**config.mk**
```make
export PLATFORM = sky130hd
export DESIGN_NAME = hilo_pipe_flat
export DESIGN_NICKNAME = d
export VERILOG_FILES = /design/src/rtl/hilo_pipe_if.sv /design/src/rtl/hilo_pipe.sv /design/src/flat_wrapper.sv
export SDC_FILE = /design/constraint.sdc
export NUM_CORES = 1
export LEC_CHECK = 0
export ABC_CLOCK_PERIOD_IN_PS = 2800
export CAP_MARGIN = 10
export CORE_AREA = 2 2 134 136
export DETAILED_ROUTE_END_ITERATION = 10
export DIE_AREA = 0 0 136 138
export GPL_TIMING_DRIVEN = 0
export MAX_ROUTING_LAYER = met4
export PLACE_DENSITY = 0.74
export SLEW_MARGIN = 5
export SYNTH_ARGS = -nofsm -noshare
export SYNTH_HDL_FRONTEND = slang
export SYNTH_SLANG_ARGS = --single-unit
```
**constraint.sdc**
```tcl
create_clock -name clk -period 2.8 [get_ports clk]
set_input_delay 0.42 -clock clk [delete_from_list [all_inputs] [get_ports clk]]
set_output_delay 0.42 -clock clk [all_outputs]
set_load 0.05 [all_outputs]
```
**src/rtl/hilo_pipe_if.sv**
```systemverilog
// E-stage HI/LO write/read signals, pipeline stall/flush controls and the
// forwarded/architectural HI/LO results exchanged with the hilo_pipe unit.
interface hilo_pipe_if;
  logic        we_e;
  logic [63:0] wdata_e;
  logic        rd_e;
  logic        stallE;
  logic        stallM;
  logic        flushM;
  logic        stallW;
  logic        flushW;
  logic [63:0] hilo_o;
  logic [31:0] hi_o;
  logic [31:0] lo_o;
  logic        hilo_stall;

  modport master (
    output we_e, wdata_e, rd_e, stallE, stallM, flushM, stallW, flushW,
    input  hilo_o, hi_o, lo_o, hilo_stall
  );

  modport slave (
    input  we_e, wdata_e, rd_e, stallE, stallM, flushM, stallW, flushW,
    output hilo_o, hi_o, lo_o, hilo_stall
  );
endinterface

```
**src/rtl/hilo_pipe.sv**
```systemverilog
// HI/LO register unit: carries E-stage HI/LO writes through M and W, commits in W.
// Define HILO_FWD_EN to forward pending writes to hilo_o; otherwise readers stall.
module hilo_pipe (
  input  logic        clk,
  input  logic        rst,
  hilo_pipe_if.slave  bus
);

  logic        we_m_reg;
  logic [63:0] data_m_reg;
  logic        we_w_reg;
  logic [63:0] data_w_reg;
  logic [63:0] hilo_q_reg;
  logic        commit;

  // M slot: a held E stage injects a bubble rather than duplicating the writer.
  always_ff @(posedge clk) begin
    if (!rst) begin
      we_m_reg   <= 1'b0;
      data_m_reg <= 64'd0;
    end else if (bus.flushM) begin
      we_m_reg <= 1'b0;
    end else if (bus.stallM) begin
      we_m_reg   <= we_m_reg;
      data_m_reg <= data_m_reg;
    end else if (bus.stallE) begin
      we_m_reg <= 1'b0;
    end else begin
      we_m_reg   <= bus.we_e;
      data_m_reg <= bus.wdata_e;
    end
  end

  always_ff @(posedge clk) begin
    if (!rst) begin
      we_w_reg   <= 1'b0;
      data_w_reg <= 64'd0;
    end else if (bus.flushW) begin
      we_w_reg <= 1'b0;
    end else if (bus.stallW) begin
      we_w_reg   <= we_w_reg;
      data_w_reg <= data_w_reg;
    end else if (bus.stallM) begin
      we_w_reg <= 1'b0;
    end else begin
      we_w_reg   <= we_m_reg;
      data_w_reg <= data_m_reg;
    end
  end

  // A flush in the commit cycle wins, keeping HI/LO precise under exceptions.
  assign commit = we_w_reg & ~bus.stallW & ~bus.flushW;

  always_ff @(posedge clk) begin
    if (!rst) begin
      hilo_q_reg <= 64'd0;
    end else if (commit) begin
      hilo_q_reg <= data_w_reg;
    end
  end

  assign bus.hi_o = hilo_q_reg[63:32];
  assign bus.lo_o = hilo_q_reg[31:0];

`ifdef HILO_FWD_EN
  logic unused_rd_e;
  assign unused_rd_e    = bus.rd_e;
  // Youngest pending writer wins.
  assign bus.hilo_o     = we_m_reg ? data_m_reg :
                          we_w_reg ? data_w_reg : hilo_q_reg;
  assign bus.hilo_stall = 1'b0;
`else
  assign bus.hilo_o     = hilo_q_reg;
  assign bus.hilo_stall = bus.rd_e & (we_m_reg | we_w_reg);
`endif

endmodule

```
**src/flat_wrapper.sv**
```systemverilog
// flat-port wrapper written by rule: the top's interface ports become plain ports
module hilo_pipe_flat 
  (clk, rst, bus_we_e, bus_wdata_e, bus_rd_e, bus_stallE, bus_stallM, bus_flushM, bus_stallW, bus_flushW, bus_hilo_o, bus_hi_o, bus_lo_o, bus_hilo_stall);
  hilo_pipe_if bus_i ();
  input  logic clk;
  input  logic rst;
  input wire logic [$bits(bus_i.we_e)-1:0] bus_we_e;
  input wire logic [$bits(bus_i.wdata_e)-1:0] bus_wdata_e;
  input wire logic [$bits(bus_i.rd_e)-1:0] bus_rd_e;
  input wire logic [$bits(bus_i.stallE)-1:0] bus_stallE;
  input wire logic [$bits(bus_i.stallM)-1:0] bus_stallM;
  input wire logic [$bits(bus_i.flushM)-1:0] bus_flushM;
  input wire logic [$bits(bus_i.stallW)-1:0] bus_stallW;
  input wire logic [$bits(bus_i.flushW)-1:0] bus_flushW;
  output wire logic [$bits(bus_i.hilo_o)-1:0] bus_hilo_o;
  output wire logic [$bits(bus_i.hi_o)-1:0] bus_hi_o;
  output wire logic [$bits(bus_i.lo_o)-1:0] bus_lo_o;
  output wire logic [$bits(bus_i.hilo_stall)-1:0] bus_hilo_stall;
  assign bus_i.we_e = bus_we_e;
  assign bus_i.wdata_e = bus_wdata_e;
  assign bus_i.rd_e = bus_rd_e;
  assign bus_i.stallE = bus_stallE;
  assign bus_i.stallM = bus_stallM;
  assign bus_i.flushM = bus_flushM;
  assign bus_i.stallW = bus_stallW;
  assign bus_i.flushW = bus_flushW;
  assign bus_hilo_o = bus_i.hilo_o;
  assign bus_hi_o = bus_i.hi_o;
  assign bus_lo_o = bus_i.lo_o;
  assign bus_hilo_stall = bus_i.hilo_stall;
  hilo_pipe u_core (.clk(clk), .rst(rst), .bus(bus_i));
endmodule
```
==> results of run 1 <==
-- Yosys cell counts --
| cell | number |
|---|---|
| buf_12 | 6 |
| nand2b_1 | 2 |
| clkbuf_1 | 14 |
| or3b_2 | 2 |
| or3b_1 | 1 |
| buf_2 | 17 |
| mux2i_1 | 192 |
| a21oi_1 | 2 |
| o21a_1 | 1 |
| buf_4 | 76 |
| dfxtp_1 | 194 |
| buf_6 | 1 |
| nor3_1 | 2 |
| nand2_1 | 258 |
-- cell families (layout without fill, tap and decap cells) --
family                 after synthesis  in the layout  share of synthesized area
AND/OR/NAND/NOR                    265            265                      0.132
flip-flops                         194            194                      0.506
multiplexers                       192            192                      0.250
buffers and inverters              114            346                      0.109
AO/OA/AOI/OAI                        3              3                    0.00228
-- critical path, cell delays in order --
cell and delay [ps]:
clkdlybuf4s50_1 460, o21a_1 120, clkdlybuf4s50_1 800
-- layout make-up --
class / count / area, um2 / share of cell area
Sequential cell: 194 / 3880 / 0.368
Tap cell: 229 / 287 / 0.0271
Buffer: 114 / 840 / 0.0795
Timing Repair Buffer: 200 / 2000 / 0.190
Clock inverter: 14 / 146 / 0.0139
Multi-Input combinational cell: 460 / 2960 / 0.280
Clock buffer: 18 / 439 / 0.0416
-- report_power, final --
| part | internal, uW | switching, uW |
|---|---|---|
| clock | 1280 | 1100 |
| combinational | 161 | 159 |
| sequential | 2800 | 9.49 |
-- routing by layer --
| layer | vias to the layer above | track usage | routed length, um | share of wire |
|---|---|---|---|---|
| met5 | - | - | 0 | 0 |
| met4 | 0 | 0.0663 | 342 | 0.020 |
| met3 | 24 | 0.0345 | 682 | 0.039 |
| met2 | 140 | 0.308 | 8370 | 0.48 |
| met1 | 2686 | 0.246 | 7940 | 0.46 |
| li1 | 2883 | - | - | - |
-- through the flow --
| step | util | power [uW] | cells |
|---|---|---|---|
| detailed placement | 0.569 | 3190 | 1197 |
| CTS | 0.602 | 5560 | 1229 |
| global route | 0.602 | 5710 | 1229 |
| floorplan | - | 3030 | 768 |
| finish | 0.602 | 5510 | 1229 |
| global placement | 0.569 | 3190 | 1197 |
-- worst paths after layout --
check	endpoint	slack [ps]	depth (start not counted)
setup / recovery	bus_hilo_stall	580	3
hold / removal	u_core.data_w_reg[17]	460	2
setup reg to reg	u_core.bus.hilo_o[28]	1480	4
hold reg to reg	u_core.data_w_reg[17]	460	2
==> impl_metrics.env, run 1 <==
export IMPL_grt_overflow=0
export IMPL_ys_types=14
export IMPL_worstPathRequired_ps=2380
export IMPL_drive_above_1_share=0.134
export IMPL_hp_start="u_core.data_w_reg[17]"
export IMPL_finalSetupViolCount=0
export IMPL_crit_type="input pin to output pin"
export IMPL_syn_inst=768
export IMPL_layout_commonest_cell="nand2_1"
export IMPL_remaining_drc_errors=0
export IMPL_vias=5733
export IMPL_finalSetupTns_ps=0
export IMPL_layout_common_cells="nand2_1 (258), clkdlybuf4s50_1 (200), dfxtp_1 (194), mux2i_1 (192), buf_4 (76)"
export IMPL_synth_top_cell_by_area="dfxtp_1"
export IMPL_portBuffers=200
export IMPL_cts_hold_buffers_added=0
export IMPL_antenna_found_initial=0
export IMPL_postRouteAntennaNets=0
export IMPL_clock_skew_ps=6.20
export IMPL_holdCritPathClass="flip-flop to flip-flop"
export IMPL_clock_path_buffers=2
export IMPL_finalWorstSetupSlack_ps=585
export IMPL_placed_cell_area_um2=9970
export IMPL_critPathArrivalTime_ps=1800
export IMPL_cts_tree="built"
export IMPL_coreArea_um2=17500
export IMPL_syn_num_nets=841
export IMPL_gp_congestion=0.756
export IMPL_fillers=1558
export IMPL_synth_cell_area_um2=7680
export IMPL_place_worst_setup_slack_ps=593
export IMPL_fp_dieW_um=136
export IMPL_io_pins=202
export IMPL_crit_fanout=1
export IMPL_drtIter0Drc=262
export IMPL_synth_seq_area_share=0.506
export IMPL_wl_mm=17.3
export IMPL_p_per_area_nw_per_um2=522
export IMPL_peakVddDrop_v=0.000419
export IMPL_worstSetupStartpoint="bus_rd_e"
export IMPL_cts_buffers=17
export IMPL_ys_ff_latch=194
export IMPL_end_kind="output pin"
export IMPL_cts_clk_slew_worst_paths_ps=70
export IMPL_hpwl_mm=12.4
export IMPL_syn2layout_area_growth_pct=37.4
export IMPL_cts_sinks=194
export IMPL_hold_viol=0
export IMPL_slew_limit_headroom=0.608
export IMPL_htree_levels=4
export IMPL_clockRootBuffer="clkbuf_16"
export IMPL_finalMaxSlewViolations=0
export IMPL_grt_pass1_wl_mm=28.0
export IMPL_cts_setup_buffers=0
export IMPL_grt_max_degree=19
export IMPL_fmax_ghz=0.451
export IMPL_diodes=0
export IMPL_leakage_uw=0.00441
export IMPL_dieArea_um2=18800
export IMPL_holdWs_ps=464
export IMPL_start_util=0.438
export IMPL_finish_instance_area_um2=10600
export IMPL_status="finished, final reports clean"
export IMPL_first_pass_iters=4
export IMPL_grt_use_total=0.193
export IMPL_ys_top_cells_by_area="dfxtp_1 (51%), mux2i_1 (25%), nand2_1 (13%), buf_4 (7.4%), buf_12 (1.6%)"
export IMPL_cts_resized=0
export IMPL_synth_area_per_cell_um2=10.0
export IMPL_finalCritPeriodShare=0.791
export IMPL_fp_dieH_um=138
export IMPL_first_global_vias=5535
export IMPL_rows=49
export IMPL_via_per_inst=4.66
export IMPL_ys_warn_count=0
export IMPL_r2r_start="u_core.we_w_reg"
export IMPL_cap_viol_max_count=0
export IMPL_nNetsFinal=1060
export IMPL_worst_pin_slew_ps=589
export IMPL_critPathLaunchType="input pin"
export IMPL_wire_per_inst_um=14.1
export IMPL_rsz0062_at_grt="false"
export IMPL_synth_top_cell_area_share=0.506
export IMPL_finalCriticalPeriod_ps=2220
export IMPL_clk_latency_ps=430
Power figures use the tool's default switching activity.
==> inputs of run 2 (changes only) <==
--- a/config.mk
+++ b/config.mk
@@ -5,14 +5,14 @@
 export SDC_FILE = /design/constraint.sdc
 export NUM_CORES = 1
 export LEC_CHECK = 0
-export ABC_CLOCK_PERIOD_IN_PS = 2800
+export ABC_CLOCK_PERIOD_IN_PS = 2000
 export CAP_MARGIN = 10
-export CORE_AREA = 2 2 134 136
+export CORE_AREA = 2 2 136 138
 export DETAILED_ROUTE_END_ITERATION = 10
-export DIE_AREA = 0 0 136 138
+export DIE_AREA = 0 0 138 140
 export GPL_TIMING_DRIVEN = 0
 export MAX_ROUTING_LAYER = met4
-export PLACE_DENSITY = 0.74
+export PLACE_DENSITY = 0.75
 export SLEW_MARGIN = 5
 export SYNTH_ARGS = -nofsm -noshare
 export SYNTH_HDL_FRONTEND = slang
==> constraint.sdc (replaced) <==
create_clock -name clk -period 2 [get_ports clk]
set_input_delay 0.3 -clock clk [delete_from_list [all_inputs] [get_ports clk]]
set_output_delay 0.3 -clock clk [all_outputs]
set_load 0.05 [all_outputs]
==> run 2 against run 1 <==
  * Sequential share of layout area about the same
  * Sequential power increased by 40%
  * Global-route usage decreased by 1.3 points
  * First-iteration DRC count decreased by 26%
  * Clock skew increased by 0.71 ps
  * Design area about the same
  * Hold slack got worse by 82 ps
  * Non-clock buffer count unchanged
  * Total power increased by 43%
  * Flip-flop and latch count unchanged
  * Core utilization decreased by 0.81 points
  * Critical path type is now flip-flop to output pin
  * Highest routed layer unchanged
==> impl_metrics.env, run 2 (synthesis gave the netlist of run 1 again) <==
export IMPL_start_util=0.432
export IMPL_postRouteAntennaNets=0
export IMPL_grt_pass1_wl_mm=27.2
export IMPL_final_core_util=0.594
export IMPL_cap_viol_max_count=0
export IMPL_holdCritPathClass="input pin to flip-flop"
export IMPL_status="finished, final reports clean"
export IMPL_first_pass_iters=4
export IMPL_holdWs_ps=382
export IMPL_cp_top_family="buffers and inverters"
export IMPL_cts_tree="built"
export IMPL_antenna_found_initial=0
export IMPL_finalSetupViolCount=0
export IMPL_crit_fanout=3
export IMPL_cts_setup_buffers=0
export IMPL_nNetsFinal=1060
export IMPL_finalMaxSlewViolations=0
export IMPL_fp_dieW_um=138
export IMPL_fp_dieH_um=140
export IMPL_clk_latency_ps=430
export IMPL_diodes=0
export IMPL_cts_clk_slew_worst_paths_ps=60
export IMPL_leakage_uw=0.00501
export IMPL_finalCritPeriodShare=0.992
export IMPL_rows=49
export IMPL_multi_input_area_um2=2960
export IMPL_grt_use_total=0.180
export IMPL_finalCriticalPeriod_ps=1980
export IMPL_coreArea_um2=17800
export IMPL_dieArea_um2=19300
export IMPL_cp_cell_sequence="clkdlybuf4s50_1"
export IMPL_portBuffers=200
export IMPL_p_per_area_nw_per_um2=744
export IMPL_cts_hold_buffers_added=0
export IMPL_vias=5612
export IMPL_cp_slowest_stage_delay_ps=840
export IMPL_clockRootBuffer="clkbuf_16"
export IMPL_rsz0062_at_grt="false"
export IMPL_slew_limit_headroom=0.620
export IMPL_critPathArrivalTime_ps=1680
export IMPL_gp_congestion=0.738
export IMPL_worst_pin_slew_ps=569
export IMPL_worst_path_max_delay_cell="clkdlybuf4s50_1"
export IMPL_grt_overflow=0
export IMPL_grt_max_degree=17
export IMPL_crit_buf_inv=1
export IMPL_fillers=1527
export IMPL_remaining_drc_errors=0
export IMPL_wire_per_inst_um=14.0
export IMPL_layout_common_cells="nand2_1 (258), dfxtp_1 (194), mux2i_1 (192), clkdlybuf4s50_1 (133), buf_4 (76)"
export IMPL_end_kind="output pin"
export IMPL_drtIter0Drc=193
export IMPL_fmax_ghz=0.504
export IMPL_wl_mm=17.2
export IMPL_clock_skew_ps=6.91
export IMPL_cts_buffers=17
export IMPL_drive_above_1_share=0.131
export IMPL_via_per_inst=4.57
export IMPL_cts_sinks=194
export IMPL_clock_path_buffers=2
export IMPL_crit_type="flip-flop to output pin"
export IMPL_first_global_vias=5415
export IMPL_hold_viol=0
export IMPL_ff_latch_area_um2=3880
export IMPL_worstPathRequired_ps=1700
export IMPL_peakVddDrop_v=0.000593
export IMPL_syn2layout_area_growth_pct=37.5
export IMPL_layout_commonest_cell="nand2_1"
export IMPL_hpwl_mm=12.3
export IMPL_critPathLaunchType="flip-flop"
export IMPL_io_pins=202
export IMPL_htree_levels=4
==> run 2: cell count changes in the layout (fill, tap and decap cells not counted), sizes merged <==
cell           before  now
dlygate4sd2         0   48
clkdlybuf4s50     200  133
clkinv              4    5
clkinvlp            3    1
bufinv              1    3
clkbuf             32   35
dlymetal6s2s        0   19
inv                 6    2
==> run 2: layout make-up <==
cell class	count	share of cell area
sequential	194	0.368
clock buffer	21	0.0427
timing repair buffer	200	0.188
multi-input combinational	460	0.280
tap	229	0.0271
buffer	114	0.0795
clock inverter	11	0.0143
==> run 2: layer usage <==
| metal | vias up | GRT usage | share of wire |
|---|---|---|---|
| met5 | - | - | 0 |
| met4 | 0 | 0.0736 | 0.019 |
| met3 | 24 | 0.0390 | 0.048 |
| met2 | 136 | 0.287 | 0.46 |
| met1 | 2554 | 0.223 | 0.47 |
| li1 | 2898 | - | - |
==> run 2: timing repair <==
action	4_1_cts	5_1_grt
endpoints found under the setup margin	48	19
resized for setup	48	19
cloned	0	0
==> run 2: metrics by stage <==
step	area [um2]	instances	total power [uW]	TNS [ps]	worst slack, ps
after floorplan	7680	768	4250	0	776
after global routing	10600	1229	8100	0	0.229
after CTS	10500	1229	7910	0	0.164
final	10600	1229	7860	0	15.6
after detailed placement	9970	1197	4470	-70.1	-70.1
after global placement	9970	1197	4460	-66.0	-66.0
==> run 2: worst paths after layout <==
path                              from                     to  slack, ps  depth (start not counted)
hold / removal                     rst        u_core.we_w_reg        380                          4
setup / recovery  u_core.bus.hilo_o[1]          bus_hilo_o[1]         20                          1
setup reg to reg       u_core.we_w_reg  u_core.bus.hilo_o[61]        710                          4
hold reg to reg        u_core.we_w_reg        u_core.we_w_reg        460                          2
==> run 2: report_power, final <==
part           internal, uW  switching [uW]
registers              3920            13.3
clock network          2010            1470
logic                   226             224
==> inputs of run 3 (changes only) <==
--- a/config.mk
+++ b/config.mk
@@ -10,10 +10,9 @@
 export CORE_AREA = 2 2 136 138
 export DETAILED_ROUTE_END_ITERATION = 10
 export DIE_AREA = 0 0 138 140
-export GPL_TIMING_DRIVEN = 0
+export GPL_TIMING_DRIVEN = 1
 export MAX_ROUTING_LAYER = met4
 export PLACE_DENSITY = 0.75
-export SLEW_MARGIN = 5
 export SYNTH_ARGS = -nofsm -noshare
 export SYNTH_HDL_FRONTEND = slang
 export SYNTH_SLANG_ARGS = --single-unit
==> run 3 against run 2 <==
  * Via count is 6.1% lower
  * Wire length decreased by 11%
  * Clock power is 6.3% lower
  * Fmax grew 2.0%
  * Highest routed layer unchanged
  * Final cell count fell by 7.6%
  * Sequential power about the same
  * Largest power group unchanged
  * Hold slack improved by 4.2 ps
  * Combinational power shrank 0.9%
==> impl_metrics.env, run 3 (synthesis gave the netlist of run 1 again) <==
export IMPL_cp_top_family="buffers and inverters"
export IMPL_rsz0062_at_grt="false"
export IMPL_hp_start="rst"
export IMPL_drtIter0Drc=236
export IMPL_worst_path_max_delay_cell="clkdlybuf4s50_1"
export IMPL_cts_hold_buffers_added=0
export IMPL_fillers=1578
export IMPL_cts_resized=0
export IMPL_clock_skew_ps=5.26
export IMPL_diodes=0
export IMPL_switchingPower_uw=1720
export IMPL_end_kind="output pin"
export IMPL_r2r_start="u_core.we_w_reg"
export IMPL_ff2ff_setup_slack_ps=640
export IMPL_seqPwrFrac=0.515
export IMPL_slew_limit_headroom=0.619
export IMPL_power_frac_comb=0.058
export IMPL_holdWs_ps=386
export IMPL_cts_tree="built"
export IMPL_status="finished, final reports clean"
export IMPL_worstSetupStartpoint="u_core.bus.hilo_o[15]"
export IMPL_grt_overflow=0
export IMPL_dp_cells=1103
export IMPL_htree_levels=4
export IMPL_remaining_drc_errors=0
export IMPL_critical_path_depth=1
export IMPL_fmax_ghz=0.514
export IMPL_layoutNonFillerInstCount=1135
export IMPL_place_worst_setup_slack_ps=174
export IMPL_layout_commonest_cell="nand2_1"
export IMPL_finish_instance_area_um2=9980
export IMPL_clockRootBuffer="clkbuf_16"
export IMPL_syn2layout_area_growth_pct=30.0
export IMPL_wl_mm=15.3
export IMPL_start_util=0.432
export IMPL_cts_sinks=194
export IMPL_cap_viol_max_count=0
export IMPL_cts_buffers=17
export IMPL_hold_end="u_core.bus.hilo_o[46]"
export IMPL_grt_pass1_wl_mm=25.0
export IMPL_peakVddDrop_v=0.000584
export IMPL_grt_max_degree=65
export IMPL_holdCritPathClass="input pin to flip-flop"
export IMPL_io_pins=202
export IMPL_cts_setup_buffers=0
export IMPL_nNetsFinal=966
export IMPL_hold_depth=3
export IMPL_hpwl_mm=10.2
export IMPL_p_int_uw=5920
export IMPL_first_global_vias=4974
export IMPL_portBuffers=201
export IMPL_cp_slowest_stage_delay_ps=830
export IMPL_antenna_found_initial=0
export IMPL_crit_fanout=3
export IMPL_rows=49
export IMPL_worst_pin_slew_ps=570
export IMPL_hold_viol=0
export IMPL_crit_buf_inv=1
export IMPL_worstPathRequired_ps=1700
export IMPL_crit_type="flip-flop to output pin"
export IMPL_first_pass_iters=5
export IMPL_postRouteAntennaNets=0
export IMPL_reg2reg_to="u_core.bus.hilo_o[10]"
export IMPL_fp_dieW_um=138
export IMPL_clock_path_buffers=2
export IMPL_cp_cell_sequence="clkdlybuf4s50_1"
export IMPL_finalSetupViolCount=0
export IMPL_finalMaxSlewViolations=0
export IMPL_vias=5271
export IMPL_wire_per_inst_um=13.5
export IMPL_critPathLaunchType="flip-flop"
export IMPL_p_per_area_nw_per_um2=764
export IMPL_dieArea_um2=19300
export IMPL_gp_congestion=0.693
export IMPL_finalCriticalPeriod_ps=1950
export IMPL_clock_power_share=0.427
export IMPL_finalWorstSetupSlack_ps=54.4
export IMPL_critPathArrivalTime_ps=1650
export IMPL_via_per_inst=4.64
export IMPL_grt_use_total=0.163
export IMPL_layout_common_cells="nand2_1 (258), clkdlybuf4s50_1 (197), dfxtp_1 (194), mux2i_1 (192), clkbuf_16 (17)"
export IMPL_fp_dieH_um=140
export IMPL_rr_worst_depth=3
export IMPL_clk_latency_ps=430
export IMPL_drive_above_1_share=0.0651
export IMPL_coreArea_um2=17800
export IMPL_leakage_uw=0.00401
export IMPL_finalSetupTns_ps=0
export IMPL_placed_cell_area_um2=9420
export IMPL_cts_clk_slew_worst_paths_ps=70
export IMPL_swShare=0.225
export IMPL_finalCritPeriodShare=0.973
-- run 3: cell types whose count changed in the layout (fill, tap and decap cells not counted), sizes merged, moves of 4 or more --
cell and delta:
clkbuf -16, clkdlybuf4s50 +64, dlymetal6s2s -18, dlygate4sd2 -48
inv +4, buf -79
-- run 3: layer usage --
layer	part of all wire	track usage	up-vias
li1	-	-	2709
met1	0.47	0.210	2423
met2	0.46	0.252	122
met3	0.048	0.0352	17
met4	0.017	0.0618	0
met5	0	-	-
-- run 3: how the worst max path moves through the flow --
stage,to,slack [ps]
5_1_grt,bus_hilo_o[15],0.004
4_1_cts,bus_lo_o[15],30
6_report,bus_lo_o[15],50
3_5_place_dp,u_core.data_w_reg[10],170
3_3_place_gp,u_core.data_m_reg[23],190
2_1_floorplan,u_core.bus.hilo_o[10],780
-- run 3: metrics by stage --
| stage | util | total power [uW] |
|---|---|---|
| 3_5_place_dp | 0.530 | 4460 |
| 6_report | 0.562 | 7630 |
| 3_3_place_gp | 0.530 | 4460 |
| 4_1_cts | 0.561 | 7720 |
| 2_1_floorplan | - | 4250 |
| 5_1_grt | 0.562 | 7890 |
-- run 3: area by class of cell --
cell class	instances	area (um2)	share of cell area
multi-input combinational	460	2970	0.297
clock inverter	14	125	0.0125
clock buffer	18	439	0.0440
timing repair buffer	220	2280	0.228
tap	229	287	0.0287
sequential	194	3880	0.389
-- run 3: power by group through the flow --
stage          registers (uW)  clock network, uW  logic [uW]
5_1_grt                  3930               3480         485
3_3_place_gp             4010                  0         447
2_1_floorplan            4010                  0         233
6_report                 3930               3260         445
3_5_place_dp             4020                  0         448
4_1_cts                  3930               3340         451
